==> src/rtl/mem_access_initiator.sv <==
// CPU-side load/store initiator for a word-addressed, registered-read memory.
// Handles big-endian byte/half extraction and read-modify-write for sub-word stores.
module mem_access_initiator #(
  parameter int unsigned READ_LATENCY = 1
) (
  input  logic        clk,
  input  logic        rst,
  input  logic        req_valid,
  output logic        req_ready,
  input  logic        req_we,
  input  logic [1:0]  req_size,
  input  logic        req_signed,
  input  logic [31:0] req_addr,
  input  logic [31:0] req_wdata,
  output logic        resp_valid,
  output logic        resp_err,
  output logic [31:0] resp_rdata,
  output logic [29:0] mem_addr,
  output logic [31:0] mem_wdata,
  output logic        mem_wren,
  output logic        mem_rren,
  output logic        mem_E,
  input  logic [31:0] mem_rdata
);

  typedef enum logic [2:0] {IDLE, RD, RD_WAIT, WR, RESP} state_t;

  localparam logic [1:0] LAST_WAIT = 2'(READ_LATENCY - 1);

  state_t      state, next_state;
  logic [1:0]  wait_cnt;
  logic        we_q, signed_q;
  logic [1:0]  size_q, off_q;
  logic [15:0] wdata_q;
  logic        accept, req_err, wait_done;
  logic [7:0]  lane_b;
  logic [15:0] lane_h;
  logic [31:0] load_data, merged;

  logic        req_ready_d, mem_rren_d, mem_wren_d, resp_valid_d, resp_err_d;
  logic [29:0] mem_addr_d;
  logic [31:0] mem_wdata_d, resp_rdata_d;

  always_comb begin
    accept    = (state == IDLE) && req_valid;
    wait_done = (wait_cnt == LAST_WAIT);
    unique case (req_size)
      2'b00:   req_err = 1'b0;
      2'b01:   req_err = req_addr[0];
      2'b10:   req_err = |req_addr[1:0];
      default: req_err = 1'b1;
    endcase
  end

  // Big-endian lanes: offset 0 is the most significant byte/half.
  always_comb begin
    unique case (off_q)
      2'd0:    lane_b = mem_rdata[31:24];
      2'd1:    lane_b = mem_rdata[23:16];
      2'd2:    lane_b = mem_rdata[15:8];
      default: lane_b = mem_rdata[7:0];
    endcase
    lane_h = off_q[1] ? mem_rdata[15:0] : mem_rdata[31:16];

    unique case (size_q)
      2'b00:   load_data = {{24{signed_q & lane_b[7]}}, lane_b};
      2'b01:   load_data = {{16{signed_q & lane_h[15]}}, lane_h};
      default: load_data = mem_rdata;
    endcase

    merged = mem_rdata;
    if (size_q == 2'b00) begin
      unique case (off_q)
        2'd0:    merged[31:24] = wdata_q[7:0];
        2'd1:    merged[23:16] = wdata_q[7:0];
        2'd2:    merged[15:8]  = wdata_q[7:0];
        default: merged[7:0]   = wdata_q[7:0];
      endcase
    end else if (off_q[1]) begin
      merged[15:0] = wdata_q;
    end else begin
      merged[31:16] = wdata_q;
    end
  end

  always_comb begin
    next_state = state;
    unique case (state)
      IDLE: begin
        if (req_valid) begin
          if (req_err)
            next_state = RESP;
          else if (req_we && req_size == 2'b10)
            next_state = WR;
          else
            next_state = RD;
        end
      end
      RD:      next_state = RD_WAIT;
      RD_WAIT: if (wait_done) next_state = we_q ? WR : RESP;
      WR:      next_state = RESP;
      RESP:    next_state = IDLE;
      default: next_state = IDLE;
    endcase
  end

  // Outputs are registered, so they are derived from the state being entered.
  always_comb begin
    req_ready_d  = (next_state == IDLE);
    mem_rren_d   = (next_state == RD);
    mem_wren_d   = (next_state == WR);
    resp_valid_d = (next_state == RESP);
    resp_err_d   = accept && req_err;
    resp_rdata_d = '0;
    mem_addr_d   = mem_addr;
    mem_wdata_d  = mem_wdata;
    if (accept && !req_err) begin
      mem_addr_d = req_addr[31:2];
      if (req_we && req_size == 2'b10)
        mem_wdata_d = req_wdata;
    end
    if (state == RD_WAIT && wait_done) begin
      if (we_q)
        mem_wdata_d = merged;
      else
        resp_rdata_d = load_data;
    end
  end

  always_ff @(posedge clk) begin
    if (rst) begin
      state      <= IDLE;
      req_ready  <= 1'b1;
      mem_rren   <= 1'b0;
      mem_wren   <= 1'b0;
      mem_E      <= 1'b0;
      mem_addr   <= '0;
      mem_wdata  <= '0;
      resp_valid <= 1'b0;
      resp_err   <= 1'b0;
      resp_rdata <= '0;
    end else begin
      state      <= next_state;
      req_ready  <= req_ready_d;
      mem_rren   <= mem_rren_d;
      mem_wren   <= mem_wren_d;
      mem_E      <= mem_rren_d | mem_wren_d;
      mem_addr   <= mem_addr_d;
      mem_wdata  <= mem_wdata_d;
      resp_valid <= resp_valid_d;
      resp_err   <= resp_err_d;
      resp_rdata <= resp_rdata_d;
    end
  end

  always_ff @(posedge clk) begin
    if (rst) begin
      we_q     <= 1'b0;
      signed_q <= 1'b0;
      size_q   <= '0;
      off_q    <= '0;
      wdata_q  <= '0;
      wait_cnt <= '0;
    end else begin
      if (accept) begin
        we_q     <= req_we;
        signed_q <= req_signed;
        size_q   <= req_size;
        off_q    <= req_addr[1:0];
        wdata_q  <= req_wdata[15:0];
      end
      wait_cnt <= (state == RD_WAIT) ? wait_cnt + 2'd1 : '0;
    end
  end

endmodule

==> config.mk <==
export PLATFORM = sky130hd
export DESIGN_NAME = mem_access_initiator
export DESIGN_NICKNAME = d
export VERILOG_FILES = /design/src/rtl/mem_access_initiator.sv
export SDC_FILE = /design/constraint.sdc
export NUM_CORES = 1
export LEC_CHECK = 0
export CORE_AREA = 8 8 145 147
export DETAILED_ROUTE_END_ITERATION = 16
export DIE_AREA = 0 0 153 155
export PLACE_DENSITY = 0.66
export REMOVE_ABC_BUFFERS = 1
export SYNTH_ARGS = -nofsm -noshare
export SYNTH_HDL_FRONTEND = slang
export SYNTH_SLANG_ARGS = --single-unit
export TNS_END_PERCENT = 100
==> constraint.sdc <==
create_clock -name clk -period 2 [get_ports clk]
set_input_delay 0.2 -clock clk [delete_from_list [all_inputs] [get_ports clk]]
set_output_delay 0.2 -clock clk [all_outputs]
set_load 0.02 [all_outputs]
* Yosys cells after proc, flatten, opt, wreduce, memory -nomap -nowiden
Index checks and enable logic that the tools add are counted.
** Cells by class
- Reductions and logical operators :: 16
- Bitwise logic cells :: 5
- Eq/ne operators :: 11
- Add/subtract/negate cells :: 1
- Mux-type cells :: 21
** Operators by type and width (number)
- $mux W32 :: 5
- $pmux W32 S2 :: 1
- $mux W16 :: 3
- $mux W8 :: 4
- $pmux W8 S3 :: 1
- $mux W3 :: 4
- $pmux W3 S4 :: 1
- $eq A3 B2 Y1 const B :: 3
- $logic_not A2 Y1 :: 4
- $eq A2 B1 Y1 const B :: 3
- $eq A3 B1 Y1 const B :: 2
- $logic_not A3 Y1 :: 2
- $reduce_or A3 Y1 :: 2
- $logic_and A1 B1 Y1 :: 5
- $eq A2 B2 Y1 const B :: 2
- $reduce_or A2 Y1 :: 2
- $eq A3 B3 Y1 const B :: 1
- $pmux W1 S3 :: 1
- $add A2 B1 Y2 const B :: 1
- $and A1 B1 Y1 :: 2
- $mux W2 :: 1
- $not A1 Y1 :: 2
- $logic_not A1 Y1 :: 1
- $or A1 B1 Y1 :: 1
** Word-level totals
- Bits of input ports :: 103
- Word-level logic and storage cells :: 70
- Output and inout bits :: 100
- Flip-flop bits (word level) :: 127

* Logic depth before layout (Yosys ltp)
Gate-level depths: netlist of run 1.
- Depth after elaboration :: 8
- Depth in mapped cells :: 8
- Gate-level depth less buffers :: 6

* Worst setup path before layout of run 1
OpenSTA, ideal clock, no wires.
- Path type :: register to register
- From :: register state[1]
- To :: register req_ready
- Arrival :: 1.583 ns
- Setup time :: 0.132 ns
- Path buffers :: 2
- Clock period less this slack :: 1.715 ns
- Setup slack :: 0.285 ns
- Required time :: 1.868 ns
- Cell stages (with the launch flop) :: 7
- Cells stage by stage :: dfxtp_1 buf_4 or4b_2 clkbuf_1 nor4_4 a31o_2 a211oi_1
** Between the ends
- Longest elaborated chain between the ends :: 3
- Elaborated cells on any way between the ends :: 8
- Classes of those cells :: eq/ne (3); mux (3); reduce/logical (2)
** RTL lines
- start: declaration :: line 30 : state_t state, next_state;
- start signal: assignment :: line 143 : state <= next_state;
- $eq A3 B2 Y1 (tied with other cells) :: line 88 : unique case (state)
- $pmux W3 S4 (*) :: line 88
- $logic_not A3 Y1 (*) :: line 109 : req_ready_d = (next_state == IDLE);
- end signal: assignment :: line 144 : req_ready <= req_ready_d;
- end: declaration :: line 9 : output logic req_ready,
Mark *: on every way between the ends. The rest lies on a longest branch, timed or not.
A chain may end at the register's enable or synchronous reset.

* Worst setup path in the final report of run 1
- From :: register state[2]
- To :: register resp_rdata[27]
** Between the ends
- Longest elaborated chain between the ends :: 4
** RTL lines
- $eq A3 B2 Y1 :: line 122 : if (state == RD_WAIT && wait_done) begin
- $logic_and A1 B1 Y1 :: line 122
- $not A1 Y1 (no source line)
- $reduce_or A3 Y1 (no source line)
- end signal: assignment :: line 152 : resp_rdata <= resp_rdata_d;
- end: declaration :: line 17 : output logic [31:0] resp_rdata,
Every way passes these cells.

==> qor.csv, run 1 <==
stage;metric;value;unit
status;status;finished, final reports clean;
global_routing;grt_busiest_layer;met2;
power;ir_worst_vdd;0.6477;mV
sta;relSlewSlack;53.89;%
global_routing;grt_max_degree;54;
power;p_sw;1.726;mW
cells_and_area;area_growth_syn_to_layout;56.73;%
cells_and_area;final_cells;1081;
route;via_count;5373;
sta;finalClockSkew;7.302;ps
logic_synthesis;synth_area_per_cell;8.693;um^2
sta;finalCritPeriodShare;94.29;%
logic_synthesis;synth_ff_type;dfxtp_1;
route;ant_nets;0;
logic_synthesis;muxShareOfSynthArea;4.005;%
power;leakage;3.218;nW
die;dieHeight;155;um
global_routing;antenna_found_initial;1;
place;place_hpwl;14.88;mm
place;routabilityCongestion;0.7946;
worst_setup_path;regToRegSetupSlack;110;ps
clocking;insertion_delay;420;ps
logic_synthesis;yosysUniqueCellTypes;47;
cells_and_area;layout.nets;934;
power;p_total;7.150;mW
hold_path;hold_end;wait_cnt[0];
logic_synthesis;yosysTopAreaCell;dfxtp_1;
global_routing;grt_use_met1;19.78;%
sta;fmax;0.5303;GHz
logic_synthesis;yosys.area_share.simple;17.89;%
clocking;h-tree-depth;4;
global_routing;gr-usage-met2;27.68;%
logic_synthesis;yosys-top-cells-area;dfxtp_1 (46%), nand2_1 (10%), a21oi_1 (7.6%);
clocking;holdBufCountCts;0;
logic_synthesis;synth-async-reset-ratio;0;%
sta;whs;114.2;ps
sta;setup_viol;0;
logic_synthesis;synth_top_family_by_area;compound AO/OA/AOI/OAI gates;
route;wire_per_inst;18.85;um
sta;slew_viol_final;0;
worst_setup_path;criticalPathCategory;reg2reg;
global_routing;grt.total_usage;17.22;%
logic_synthesis;synth_common_cells;nand2_1 (150), dfxtp_1 (127), a21oi_1 (83);
logic_synthesis;synth_top_area_share;46.50;%
worst_setup_path;arrival;2250;ps
logic_synthesis;yosys_warnings;0;
sta;worst_pin_slew;691.6;ps
place;port_buffers;202;
logic_synthesis;syn-cell-area;5468;um^2
clocking;clk_pin_slew;60;ps
worst_setup_path;start_kind;flop;
global_routing;grt_pass1_vias;5544;
job;maxCapViolations;0;
power;power_frac_seq;37.4;%
worst_setup_path;cpMaxStageDelayCell;or4b_4;
clocking;cts_max_path_buffers;2;
die;fp-row-count;51;
cells_and_area;drive_gt1_share;11.98;%
place;placedCellCount;1049;
power;p_sw_share;24.15;%
sta;hold_viol;0;
logic_synthesis;synth_fa_ha_area_share;0.2288;%
die;die_w;153;um
worst_setup_path;worstPathCellList;or4b_4 > a311oi_1 > and4bb_1 > buf_12 > a21o_1;
hold_path;worst_hold_path_type;in2reg;
logic_synthesis;synth_xor_area_share;0;%
clocking;clock_sinks;127;
worst_setup_path;max_stage_delay;610;ps
logic_synthesis;synth_compound_area_share;26.20;%
global_routing;grt-ovfl-total;0;
worst_setup_path;critPathRequiredTime;2360;ps
cells_and_area;postLayoutCellArea;8569;um^2
clocking;cts_setup_buffers;0;
worst_setup_path;path_max_fanout;12;
clocking;root_buffer;clkbuf_16;
die;ios;203;
logic_synthesis;synthCells;629;
route;drt-pass1-iter-count;5;
place;placed_area;7903;um^2
global_routing;grt_pass1_wl;31.67;mm
place;dpl_worst_slack;49.71;ps
cells_and_area;fin_util;45.22;%
worst_setup_path;r2r_start;state[2];
clocking;tritoncts;done;
logic_synthesis;synth_seq_cells;127;
route;wl;20.38;mm
die;start_util;28.85;%
sta;fin_crit;1886;ps
global_routing;grt_use_met3;8.488;%
power;p_int;5.424;mW
logic_synthesis;yosysMostFrequentCell;nand2_1;
power;p_clk_share;48.9;%
route;drc;0;
route;drt_iter0_drc;295;
logic_synthesis;synth_edf_count;0;
sta;tns;0;ps
power;power_density;834.4;nW/um^2
route;post_drt_via_cell_ratio;4.970;
clocking;cts_buffers;17;
sta;grt_setup_unrepaired;false;
worst_setup_path;worstRegToRegCells;5;
worst_setup_path;r2r-end;resp_rdata[27];
logic_synthesis;ys_seq_area_share;46.50;%
sta;final.setup.worst_slack;114.2;ps
power;power_frac_comb;13.6;%
die;core;18950;um^2
worst_setup_path;cp-end-kind;flop;
cells_and_area;n_antenna_cell;0;
hold_path;min_path_cells;3;
hold_path;hp-start;rst;
die;dieArea;23720;um^2
==> sequential cells by signal (all words and copies together) (netlist names) <==
signal      cells
we_q            1
wdata_q        16
resp_err        1
signed_q        1
mem_wdata      32
mem_E           1
mem_addr       30
mem_rren        1
mem_wren        1
off_q           2
size_q          2
resp_valid      1
resp_rdata     32
req_ready       1
state           3
wait_cnt        2
==> power by group through the flow <==
stage | Combinational (mW) | Clock, mW | Sequential [mW]
4_1_cts | 0.982 | 3.56 | 2.68
3_5_place_dp | 0.975 | 0 | 2.73
2_1_floorplan | 0.324 | 0 | 2.81
6_report | 0.974 | 3.50 | 2.68
3_3_place_gp | 0.971 | 0 | 2.73
5_1_grt | 1.06 | 3.68 | 2.69
==> how the worst max path moves through the flow <==
stage	startpoint	to	cells after the start	slack (ps)
floorplan	state[1]	req_ready	4	-710
global placement	mem_rdata[31]	resp_rdata[18]	6	80
detailed placement	req_addr[0]	mem_wdata[15]	6	50
CTS	state[1]	resp_rdata[27]	5	30
global route	state[0]	resp_rdata[25]	5	20
finish	state[2]	resp_rdata[27]	5	110
==> area by class of cell <==
| type | count | area (um^2) |
|---|---|---|
| timing repair buffer | 237 | 2382 |
| fill | 1840 | 10380 |
| tap | 238 | 297.8 |
| multi-input combinational | 438 | 2646 |
| sequential | 127 | 2544 |
| clock buffer | 22 | 484.2 |
| clock inverter | 10 | 181.4 |
| inverter | 9 | 33.78 |
==> placed cells by master, fill, tap and decap left out, drive strengths merged, types with 14 or more instances in the layout <==
master	count
dfxtp	127
clkbuf	22
buf	36
a21oi	83
a21o	18
mux2i	14
nand2	150
clkdlybuf4s50	201
o21ai	26
a221oi	23
nand2b	15
==> layer usage <==
metal  wire, um  share of wire [%]  vias to the layer above
li1           -                  -                     2635
met1       8465                 42                     2496
met2       9325                 46                      216
met3       2255                 11                       24
met4        323                1.6                        2
met5         13              0.064                        -
==> worst max-delay path: cells and delay by family, from the launching register on <==
kind / cells / cell delay [ps]
and+or+nand+nor: 2 / 930
DFF: 1 / 370
AOI/OAI and AO/OA: 2 / 350
buffers and inverters: 1 / 170
==> kinds of logic (layout without fill, tap and decap cells) <==
| logic type | count (synthesis) | count (layout) |
|---|---|---|
| AOI/OAI and AO/OA | 205 | 205 |
| adders and majority gates | 1 | 1 |
| buffers and inverters | 64 | 278 |
| DFF | 127 | 127 |
| muxes | 20 | 20 |
| and+or+nand+nor | 212 | 212 |
==> timing repair <==
item | 4_1_cts | 5_1_grt
gates resized for setup | 0 | 1
setup endpoints to repair | 0 | 16
endpoints found under the hold margin | 0 | 0
No activity file was read; power rests on OpenSTA's default activity.
==> run 2, diff against run 1 <==
--- a/config.mk
+++ b/config.mk
@@ -10,7 +10,8 @@
 export DIE_AREA = 0 0 153 155
 export PLACE_DENSITY = 0.66
 export REMOVE_ABC_BUFFERS = 1
+export SKIP_LAST_GASP = 1
 export SYNTH_ARGS = -nofsm -noshare
 export SYNTH_HDL_FRONTEND = slang
 export SYNTH_SLANG_ARGS = --single-unit
-export TNS_END_PERCENT = 100
+export TNS_END_PERCENT = 50
==> results of run 2 <==
Same layout as run 1: the final DEF is identical, and so are final timing and power.
==> run 3, diff against run 2 <==
--- a/config.mk
+++ b/config.mk
@@ -5,7 +5,9 @@
 export SDC_FILE = /design/constraint.sdc
 export NUM_CORES = 1
 export LEC_CHECK = 0
+export ABC_AREA = 0
 export CORE_AREA = 8 8 145 147
+export CTS_CLUSTER_DIAMETER = 200
 export DETAILED_ROUTE_END_ITERATION = 16
 export DIE_AREA = 0 0 153 155
 export PLACE_DENSITY = 0.66
==> results of run 3 <==
Same layout as run 1: the final DEF is identical, and so are final timing and power.
